`config.mk`:
```
export PLATFORM = sky130hd
export DESIGN_NAME = ps2_host_keyboard_queue
export DESIGN_NICKNAME = d
export VERILOG_FILES = /design/src/rtl/ps2_pkg.sv /design/src/rtl/ps2_event_fifo.sv /design/src/rtl/ps2_host_keyboard_queue.sv
export SDC_FILE = /design/constraint.sdc
export NUM_CORES = 1
export LEC_CHECK = 0
export BUFFER_PORTS_ARGS = -buffer_cell sky130_fd_sc_hd__buf_2
export CORE_MARGIN = 4
export CORE_UTILIZATION = 59
export DETAILED_ROUTE_END_ITERATION = 7
export GPL_TIMING_DRIVEN = 0
export PLACE_DENSITY = 0.86
export SYNTH_ARGS = -nofsm -noshare
export SYNTH_HDL_FRONTEND = slang
export SYNTH_SLANG_ARGS = --single-unit
```
`constraint.sdc`:
```
create_clock -name clk -period 4.9 [get_ports clk]
set_input_delay 0.245 -clock clk [delete_from_list [all_inputs] [get_ports clk]]
set_output_delay 0.245 -clock clk [all_outputs]
set_load 0.05 [all_outputs]
```
`src/rtl/ps2_pkg.sv`:
```
// Shared types and byte constants for the PS/2 set-2 keyboard event queue.
package ps2_pkg;

  // One decoded key event as stored in the FIFO.
  typedef struct packed {
    logic       extended;
    logic       is_release;
    logic [7:0] key_number;
  } t_ps2_key_event;

  localparam logic [7:0] PS2_EXT   = 8'hE0;
  localparam logic [7:0] PS2_REL   = 8'hF0;
  localparam logic [7:0] PS2_PAUSE = 8'hE1;

  // Bytes swallowed after the E1 that opens the Pause sequence.
  localparam logic [2:0] PauseSkip = 3'd7;

  typedef enum logic [1:0] {IDLE, REL, PAUSE} t_kbd_state;

endpackage

```
`src/rtl/ps2_event_fifo.sv`:
```
// Synchronous FIFO of key events. The parent qualifies wr_en_i/rd_en_i, so no
// full/empty protection is done here.
module ps2_event_fifo
  import ps2_pkg::*;
#(
  parameter int unsigned DepthLog2 = 3
) (
  input  logic                 clk_i,
  input  logic                 reset_i,
  input  logic                 wr_en_i,
  input  t_ps2_key_event       wr_data_i,
  input  logic                 rd_en_i,
  output t_ps2_key_event       rd_data_o,
  output logic                 full_o,
  output logic                 empty_o,
  output logic [DepthLog2:0]   count_o
);

  localparam int unsigned         Depth    = 1 << DepthLog2;
  localparam logic [DepthLog2:0]  DepthCnt = (DepthLog2 + 1)'(Depth);

  t_ps2_key_event         mem_q [Depth];
  logic [DepthLog2-1:0]   wr_ptr_q, rd_ptr_q;
  logic [DepthLog2:0]     count_q;

  // Storage write; no reset needed since count gates visibility.
  always_ff @(posedge clk_i) begin
    if (wr_en_i) begin
      mem_q[wr_ptr_q] <= wr_data_i;
    end
  end

  // Pointers wrap naturally at the power-of-two depth; count tracks occupancy.
  always_ff @(posedge clk_i) begin
    if (reset_i) begin
      wr_ptr_q <= '0;
      rd_ptr_q <= '0;
      count_q  <= '0;
    end else begin
      if (wr_en_i) wr_ptr_q <= wr_ptr_q + 1'b1;
      if (rd_en_i) rd_ptr_q <= rd_ptr_q + 1'b1;
      case ({wr_en_i, rd_en_i})
        2'b10:   count_q <= count_q + 1'b1;
        2'b01:   count_q <= count_q - 1'b1;
        default: count_q <= count_q;
      endcase
    end
  end

  assign rd_data_o = mem_q[rd_ptr_q];
  assign empty_o   = (count_q == '0);
  assign full_o    = (count_q == DepthCnt);
  assign count_o   = count_q;

endmodule

```
`src/rtl/ps2_host_keyboard_queue.sv`:
```
// PS/2 set-2 scan-code assembler: folds E0/F0/E1 prefixes into key events,
// optionally filters typematic repeats, and queues events for a slow consumer.
module ps2_host_keyboard_queue
  import ps2_pkg::*;
#(
  parameter int unsigned FIFO_DEPTH_LOG2 = 3,
  parameter bit          FILTER_REPEATS  = 1'b0,
  parameter logic [7:0]  PAUSE_KEY_CODE  = 8'hE1
) (
  input  logic                     clk,
  input  logic                     clk__enable,
  input  logic                     reset,
  input  logic                     ps2_rx_data__valid,
  input  logic [7:0]               ps2_rx_data__data,
  input  logic                     ps2_rx_data__parity_error,
  input  logic                     ps2_rx_data__protocol_error,
  input  logic                     ps2_rx_data__timeout,
  input  logic                     ps2_key_ack,
  input  logic                     overflow_clear,
  output logic                     ps2_key__valid,
  output logic                     ps2_key__extended,
  output logic                     ps2_key__release,
  output logic [7:0]               ps2_key__key_number,
  output logic [FIFO_DEPTH_LOG2:0] fifo_count,
  output logic                     overflow,
  output logic [7:0]               error_count
);

  t_kbd_state     state_q, state_d;
  logic           ext_q, ext_d, rel_q, rel_d;
  logic [2:0]     skip_q, skip_d;
  logic           lm_valid_q, lm_valid_d;
  logic [8:0]     lm_q, lm_d;
  logic [7:0]     err_cnt_q, err_cnt_d;
  logic           overflow_q, overflow_d;

  logic           byte_en, byte_err, emit, is_make, drop, wr_req, pop, fifo_wr;
  logic           fifo_full, fifo_empty;
  t_ps2_key_event evt, head;

  assign byte_en  = ps2_rx_data__valid & clk__enable;
  assign byte_err = ps2_rx_data__parity_error | ps2_rx_data__protocol_error |
                    ps2_rx_data__timeout;

  // Prefix decoder: next state, prefix flags and the event to emit.
  always_comb begin
    state_d = state_q;
    ext_d   = ext_q;
    rel_d   = rel_q;
    skip_d  = skip_q;
    emit    = 1'b0;
    evt     = '0;
    if (byte_en) begin
      if (byte_err) begin
        state_d = IDLE;
        ext_d   = 1'b0;
        rel_d   = 1'b0;
      end else begin
        unique case (state_q)
          IDLE: begin
            if (ps2_rx_data__data == PS2_EXT) begin
              ext_d = 1'b1;
            end else if (ps2_rx_data__data == PS2_REL) begin
              rel_d   = 1'b1;
              state_d = REL;
            end else if (ps2_rx_data__data == PS2_PAUSE) begin
              skip_d  = PauseSkip;
              state_d = PAUSE;
            end else begin
              emit  = 1'b1;
              evt   = '{extended: ext_q, is_release: 1'b0, key_number: ps2_rx_data__data};
              ext_d = 1'b0;
            end
          end
          REL: begin
            if (ps2_rx_data__data == PS2_EXT) begin
              ext_d = 1'b1;
            end else if (ps2_rx_data__data != PS2_REL) begin
              emit    = 1'b1;
              evt     = '{extended: ext_q, is_release: 1'b1, key_number: ps2_rx_data__data};
              ext_d   = 1'b0;
              rel_d   = 1'b0;
              state_d = IDLE;
            end
          end
          PAUSE: begin
            skip_d = skip_q - 1'b1;
            if (skip_q == 3'd1) begin
              emit    = 1'b1;
              evt     = '{extended: 1'b0, is_release: 1'b0, key_number: PAUSE_KEY_CODE};
              state_d = IDLE;
            end
          end
          default: state_d = IDLE;
        endcase
      end
    end
  end

  // Repeat filter, FIFO write/pop qualification, overflow and error counting.
  always_comb begin
    is_make    = emit & ~evt.is_release;
    drop       = FILTER_REPEATS & is_make & lm_valid_q &
                 (lm_q == {evt.extended, evt.key_number});
    lm_valid_d = lm_valid_q;
    lm_d       = lm_q;
    if (is_make && !drop) begin
      lm_valid_d = 1'b1;
      lm_d       = {evt.extended, evt.key_number};
    end else if (emit && evt.is_release && lm_valid_q &&
                 (lm_q == {evt.extended, evt.key_number})) begin
      lm_valid_d = 1'b0;
    end

    wr_req  = emit & ~drop;
    pop     = clk__enable & ~fifo_empty & ps2_key_ack;
    // A pop on the same edge frees the slot the write needs.
    fifo_wr = wr_req & (~fifo_full | pop);

    overflow_d = overflow_q;
    if (clk__enable && overflow_clear) overflow_d = 1'b0;
    if (wr_req && fifo_full && !pop)   overflow_d = 1'b1;

    err_cnt_d = err_cnt_q;
    if (byte_en && byte_err && (err_cnt_q != 8'hFF)) err_cnt_d = err_cnt_q + 8'd1;
  end

  // State registers; clock enable freezes everything.
  always_ff @(posedge clk) begin
    if (reset) begin
      state_q    <= IDLE;
      ext_q      <= 1'b0;
      rel_q      <= 1'b0;
      skip_q     <= '0;
      lm_valid_q <= 1'b0;
      lm_q       <= '0;
      err_cnt_q  <= '0;
      overflow_q <= 1'b0;
    end else if (clk__enable) begin
      state_q    <= state_d;
      ext_q      <= ext_d;
      rel_q      <= rel_d;
      skip_q     <= skip_d;
      lm_valid_q <= lm_valid_d;
      lm_q       <= lm_d;
      err_cnt_q  <= err_cnt_d;
      overflow_q <= overflow_d;
    end
  end

  ps2_event_fifo #(
    .DepthLog2 (FIFO_DEPTH_LOG2)
  ) u_fifo (
    .clk_i     (clk),
    .reset_i   (reset),
    .wr_en_i   (fifo_wr),
    .wr_data_i (evt),
    .rd_en_i   (pop),
    .rd_data_o (head),
    .full_o    (fifo_full),
    .empty_o   (fifo_empty),
    .count_o   (fifo_count)
  );

  // Head fields read as zero while empty so stale storage never shows.
  assign ps2_key__valid      = ~fifo_empty;
  assign ps2_key__extended   = ~fifo_empty & head.extended;
  assign ps2_key__release    = ~fifo_empty & head.is_release;
  assign ps2_key__key_number = fifo_empty ? 8'h00 : head.key_number;
  assign overflow            = overflow_q;
  assign error_count         = err_cnt_q;

endmodule

```
==> metrics.yaml, run 1 <==
clocking:
  cts_tree: "yes"
  path_clk_slew_ns: 0.09
  cts_sinks: 108
  cts-root-buf: "clkbuf_8"
  clockBufferDepth: 2
  cts_made_buffers: 9
  cts_hold_buf: 0
  htreeDepth: 3
  post_cts_buffers: 0
  cts_resized: 0
  clk_latency_ns: 0.37
timing:
  tightest_slew_ns: 1.15
  relSlewSlack_pct: 23.4
  max_freq_ghz: 0.318
  slew_viol_final: 0
  finalSetupTns_ns: 0
  min_period_over_period_pct: 64.2
  rsz0062_at_grt: "no"
  post-route-min-period_ns: 3.14
  hold_viol_final: 0
  setup_slack_ns: 1.76
  hold_ws_ns: 0.231
  finalClockSkew_ns: 0.0212
  setup-violations-final: 0
synthesis:
  synth_fa_ha_area_share_pct: 2.28
  syn_area_mm2: 0.00473
  synth_cell_types: 61
  ys_ff_latch: 108
  synth_edf_count: 80
  synth_top_family_by_area: "multiplexers"
  synth_mux_area_share_pct: 13.3
  synth_area_per_cell_um2: 14.7
  synthCells: 322
  synthSimpleGateAreaFrac_pct: 11.9
  synthTopCellsByArea: "edfxtp_1 (51%), dfxtp_1 (12%), mux4_2 (9.5%), nor2_1 (3.3%), mux2i_1 (2.5%)"
  async_flop_share_pct: 0
  synth_compound_area_share_pct: 5.77
  syn-num-nets: 347
  synth_top_cell_area_share_pct: 50.8
  synth_top_area_cell: "edfxtp_1"
  post-synth-top-count-cell: "edfxtp_1"
  synthXorXnorAreaFrac_pct: 2.04
  synth_flop_cell: "edfxtp_1"
  synth_top_cells_by_count: "edfxtp_1 (80), nor2_1 (42), dfxtp_1 (28)"
  ys_warn_count: 0
  ys_seq_area_share_pct: 62.7
floorplanning:
  dieWidth_um: 97.5
  dieArea_mm2: 0.00951
  rows: 32
  io_pins: 41
  initial_core_util_pct: 60.9
  core-area_mm2: 0.00777
  chipHeight_um: 97.5
critical_path:
  worstPathArrival_ns: 3.11
  start_kind: "register"
  rrSetupSlack_ns: 1.76
  cp_max_fo: 10
  r2r_start: "skip_q[0]"
  r2r-end: "u_fifo.mem_q[7][4]"
  crit_type: "register to register"
  worstSetupEndpointType: "register"
  r2r_cells: 7
  critical_path_required_ns: 4.87
global_routing:
  grt_pass1_vias: 2936
  grt.overflow.total: 0
  grt_max_degree: 20
  grt_pass1_wl_um: 14900
  antenna_found_initial: 0
  grt_use_total_pct: 20.3
route:
  dr.pass1.iters: 4
  via_per_inst: 5.87
  wl_per_cell_um: 19.3
  drc: 0
  first_iter_violations: 236
  wl_um: 9270
  vias: 2823
  antenna_left: 0
placement:
  post-place-ws_ns: 1.76
  dp_hpwl_um: 6400
  io_buffers: 38
  place_area_mm2: 0.00511
  gp_congestion: 0.781
min_path:
  hold_depth: 4
  min_to: "overflow"
  worstHoldStart: "overflow_clear"
  hold_path.class: "primary input to register"
run_status:
  outcome: "finished, final reports clean"
finish:
  nets: 399
  insertedDiodeCount: 0
  fillCellCount: 528
  multi_input_area_mm2: 0.00171
  fin_area_mm2: 0.00531
  final_layout_size_suffix_gt1_share_pct: 28.0
  seqCellArea_mm2: 0.00296
  area_delta_synth_final_pct: 12.4
flow_run:
  drv_cap: 0
power_and_ir_drop:
  ir_drop_mv: 0.205
  leakagePower_nw: 1.85
  power_mw: 1.63
  powerDensity_mw_per_mm2: 307
[worst max path at each step]
stage | from | endpoint | cells past startpoint
after detailed placement | ps2_rx_data__protocol_error | u_fifo.mem_q[3][6] | 7
after CTS | skip_q[0] | u_fifo.mem_q[7][9] | 7
after global placement | ps2_rx_data__protocol_error | u_fifo.mem_q[0][6] | 5
final | skip_q[0] | u_fifo.mem_q[7][4] | 7
after floorplan | u_fifo.count_o[2] | u_fifo.mem_q[0][0] | 4
after global routing | skip_q[0] | u_fifo.mem_q[3][9] | 7
[layer usage]
| layer | global-route usage (%) | vias up | part of all wire [%] |
|---|---|---|---|
| met3 | 5.38 | 10 | 8.3 |
| met4 | 6.07 | 0 | 1.2 |
| met5 | 0 | - | 0 |
| met2 | 35.6 | 115 | 52 |
| li1 | - | 1321 | - |
| met1 | 24.5 | 1377 | 39 |
[sequential cells by signal, summed over array words and instances (netlist names), named ones only]
register and cells:
error_count 8, overflow 1, skip_q 3, state_q 2
ext_q 1, u_fifo.rd_ptr_q 3, u_fifo.mem_q 80, u_fifo.wr_ptr_q 3
u_fifo.count_o 4
[power by group]
part / switching [mW] / internal (mW) / total (mW)
clock network: 0.300 / 0.241 / 0.541
registers: 0.00396 / 0.974 / 0.978
logic: 0.0767 / 0.0363 / 0.113
[worst max-delay path, stage by stage (launching register included)]
cell and delay, ns:
dfxtp_1 0.38, ha_1 0.19, and4bb_2 0.35, a21oi_1 0.09
or4_4 0.54, nand2_4 0.14, nand2_1 0.15, nor2_1 0.92
[cells by family (layout without fill, tap and decap cells)]
kind of cell | count (synthesis) | after routing
xor gates and xnor gates | 11 | 11
and+or+nand+nor | 102 | 102
AOI/OAI and AO/OA | 34 | 34
DFF | 108 | 108
buffers and inverters | 23 | 80
muxes | 36 | 36
adders and majority gates | 8 | 8
[cell type report]
type / instances / share of cell area, %
Clock buffer: 10 / 2.40
Multi-Input combinational cell: 191 / 32.2
Inverter: 10 / 0.707
Tap cell: 102 / 2.40
Timing Repair Buffer: 41 / 4.07
Buffer: 13 / 1.11
Clock inverter: 6 / 1.34
Sequential cell: 108 / 55.8
[per-stage QoR]
| stage | utilization (%) | cells |
|---|---|---|
| after floorplan | - | 322 |
| after global routing | 68.4 | 481 |
| after global placement | 64.9 | 462 |
| after detailed placement | 65.8 | 465 |
| after CTS | 68.4 | 481 |
| final | 68.4 | 481 |
[cell usage in the layout, fill, tap and decap left out, types with 3 or more instances in the layout]
cell type and instances:
a21oi_1 8, and2_1 5, and3_1 3, buf_2 40, clkbuf_1 10, clkbuf_8 9
dfxtp_1 28, edfxtp_1 80, ha_1 7, inv_1 9, mux2_4 4, mux2i_1 12
mux4_2 20, nand2_1 13, nand3_1 5, nand4_1 4, nor2_1 42, nor3_1 5
o21ai_0 3, or3_1 3, xnor2_1 5, xor2_1 6
Power figures use the tool's default switching activity.
==> run 2: changes to the inputs <==
==> constraint.sdc (replaced) <==
create_clock -name clk -period 2.96 [get_ports clk]
set_input_delay 0.148 -clock clk [delete_from_list [all_inputs] [get_ports clk]]
set_output_delay 0.148 -clock clk [all_outputs]
set_load 0.05 [all_outputs]
==> run 2 against run 1 <==
  * Cell area is 2.4% higher
  * Non-clock buffer count is 1 higher
  * Utilization is 1.6 points higher
  * Sequential share of layout area is 1.3 points lower
  * Global-route usage is 0.71 points higher
  * Worst setup slack worse by 1.6 ns
  * Clock power is 100% higher
  * Total power is 78% higher
  * First-iteration DRC count is 31% lower
  * Final cell count is 0.21% higher
  * Wire length is 3.0% higher
  * Largest power group unchanged
  * Highest routed layer unchanged
==> metrics.yaml, run 2 (synthesized netlist as in run 1, its figures left out) <==
run_status:
  outcome: "finished, final reports clean"  # unchanged
global_routing:
  grt_max_degree: 19  # was 20
  grt_pass1_wl_um: 15300  # was 14,900 um
  grt.overflow.total: 0  # unchanged
  grt_use_total_pct: 21.0  # was 20.3%
  antenna_found_initial: 0  # unchanged
  grt_pass1_vias: 2965  # was 2,936
finish:
  seqCellArea_mm2: 0.00296  # about the same
  insertedDiodeCount: 0  # unchanged
  utilization_pct: 70.0  # was 68.4%
  largest_reg_flops: 80  # unchanged
  area_delta_synth_final_pct: 15.1  # was 12.4%
  final_layout_size_suffix_gt1_share_pct: 29.2  # was 28.0%
  final_cell_mix: "edfxtp_1 (80), nor2_1 (41), buf_2 (40), dfxtp_1 (27), mux4_2 (20)"  # was edfxtp_1 (80), nor2_1 (42), buf_2 (40), dfxtp_1 (28), mux4_2 (20)
  fin_area_mm2: 0.00544  # was 0.00531 mm^2
  multi_input_area_mm2: 0.00176  # was 0.00171 mm^2
  largest_register: "u_fifo.mem_q"  # unchanged
  fillCellCount: 530  # was 528
  layout_commonest_cell: "edfxtp_1"  # unchanged
  nets: 400  # was 399
route:
  drc: 0  # unchanged
  first_iter_violations: 163  # was 236
  vias: 2866  # was 2,823
  wl_per_cell_um: 19.8  # was 19.3 um
  antenna_left: 0  # unchanged
  dr.pass1.iters: 4  # unchanged
  wl_um: 9540  # was 9270 um
  via_per_inst: 5.95  # was 5.87
critical_path:
  crit_path_cell_trace: "inv_1 -> ha_1 -> and4bb_4 -> a21o_1 -> o21ai_1 -> nor2b_4 -> nand2_2 -> inv_4 -> ha_1 -> a21o_1 -> a21oi_2 -> nor2_1 -> a22oi_2 -> mux2_4"  # was ha_1 -> and4bb_2 -> a21oi_1 -> or4_4 -> nand2_4 -> nand2_1 -> nor2_1
  cp_max_fo: 6  # was 10
  cpPeakStageDelay_ns: 0.33  # was 0.92 ns
  start_kind: "register"  # unchanged
  cp_slowest_cell: "dfxtp_2"  # was nor2_1
  worstSetupEndpointType: "register"  # unchanged
  crit_type: "register to register"  # unchanged
  worstPathArrival_ns: 3.05  # was 3.11 ns
  r2r_cells: 14  # was 7
  critical_path_required_ns: 3.21  # was 4.87 ns
power_and_ir_drop:
  power.switching_mw: 0.629  # was 0.380 mW
  p_sw_share_pct: 21.7  # was 23.3%
  ir_drop_mv: 0.244  # was 0.205 mV
  p_seq_share_pct: 55.9  # was 59.9%
  pwr-share-comb_pct: 6.5  # was 6.9%
  powerDensity_mw_per_mm2: 533  # was 307 mW/mm^2
  leakagePower_nw: 1.88  # was 1.85 nW
  p_clk_share_pct: 37.6  # was 33.1%
  p_int_mw: 2.27  # was 1.25 mW
floorplanning:
  dieArea_mm2: 0.00951  # unchanged
  initial_core_util_pct: 60.9  # unchanged
  dieWidth_um: 97.5  # unchanged
  rows: 32  # unchanged
  core-area_mm2: 0.00777  # unchanged
  chipHeight_um: 97.5  # unchanged
  io_pins: 41  # unchanged
clocking:
  clk_latency_ns: 0.36  # was 0.37 ns
  htreeDepth: 3  # unchanged
  clockBufferDepth: 2  # unchanged
  cts-root-buf: "clkbuf_8"  # unchanged
  cts_sinks: 108  # unchanged
  cts_tree: "yes"  # unchanged
  path_clk_slew_ns: 0.10  # was 0.09 ns
  cts_made_buffers: 9  # unchanged
  cts_hold_buf: 0  # unchanged
placement:
  io_buffers: 38  # unchanged
  gp_congestion: 0.788  # was 0.781
  dp_hpwl_um: 6330  # was 6400 um
  post-place-ws_ns: -0.145  # was 1.76 ns
  place_area_mm2: 0.00512  # was 0.00511 mm^2
timing:
  relSlewSlack_pct: 42.4  # was 23.4%
  slew_viol_final: 0  # unchanged
  setup-violations-final: 0  # unchanged
  max_freq_ghz: 0.358  # was 0.318 GHz
  min_period_over_period_pct: 94.5  # was 64.2%
  hold_viol_final: 0  # unchanged
  setup_slack_ns: 0.163  # was 1.76 ns
  finalClockSkew_ns: 0.0144  # was 0.0212 ns
  tightest_slew_ns: 0.863  # was 1.15 ns
  post-route-min-period_ns: 2.80  # was 3.14 ns
min_path:
  hold_depth: 4  # unchanged
  hold_path.class: "primary input to register"  # unchanged
flow_run:
  drv_cap: 0  # unchanged
[run 2: cell count changes in the layout (fill, tap and decap cells not counted), sizes merged]
cell,previous run,this run
bufinv,1,3
clkinvlp,2,0
buf,45,46
clkinv,1,0
inv,12,13
[run 2: repair_timing]
item                                    in CTS  in global routing
gates cloned                                 0                  0
pin swaps                                    0                  1
endpoints found under the setup margin      31                 26
buffers inserted                             1                  1
resized for setup                            3                  6
[run 2: area by class of cell]
type	instances	area share (%)
timing repair buffer	42	4.35
multi-input combinational	191	32.3
clock buffer	10	2.53
inverter	10	0.736
tap	102	2.35
sequential	108	54.5
clock inverter	6	2.14
buffer	13	1.08
[run 2: final timing paths]
kind | from | slack (ns) | end
max | skip_q[1] | 0.16 | u_fifo.count_o[3]
min | overflow_clear | 0.12 | overflow
max reg2reg | skip_q[1] | 0.16 | u_fifo.count_o[3]
min reg2reg | skip_q[2] | 0.50 | skip_q[2]
[run 2: per-stage QoR]
step	power (mW)	TNS [ns]	hold slack, ns	instances
3_3_place_gp	1.84	-29.42	0.465	462
2_1_floorplan	1.79	0	0.335	322
4_1_cts	2.91	0	0.100	481
3_5_place_dp	1.84	-2.89	0.476	464
6_report	2.90	0	0.117	482
5_1_grt	2.99	-0.0207	0.130	482
[run 2: power by group through the flow]
stage                     clock (mW)  sequential, mW  combinational, mW
after floorplan                    0            1.66              0.127
after global placement             0            1.65              0.183
after detailed placement           0            1.65              0.188
after CTS                       1.10            1.62              0.190
after global routing            1.16            1.62              0.203
final                           1.09            1.62              0.189
[run 2: worst max-delay path, delay by kind of cell (launching register included)]
family                   cells  cell delay (ns)
buffers and inverters        2             0.16
multiplexers                 1             0.32
AO/OA/AOI/OAI                5             0.86
flip-flops                   1             0.33
AND/OR/NAND/NOR              4             0.61
adder cells (fa/ha/maj)      2             0.43
[run 2: routing by layer]
metal | vias up | global-route usage (%) | wire length, um | share of wire, %
li1 | 1327 | - | - | -
met1 | 1440 | 25.8 | 3880 | 41
met2 | 89 | 36.8 | 5000 | 52
met3 | 10 | 5.17 | 541 | 5.7
met4 | 0 | 5.96 | 121 | 1.3
met5 | - | 0 | 0 | 0
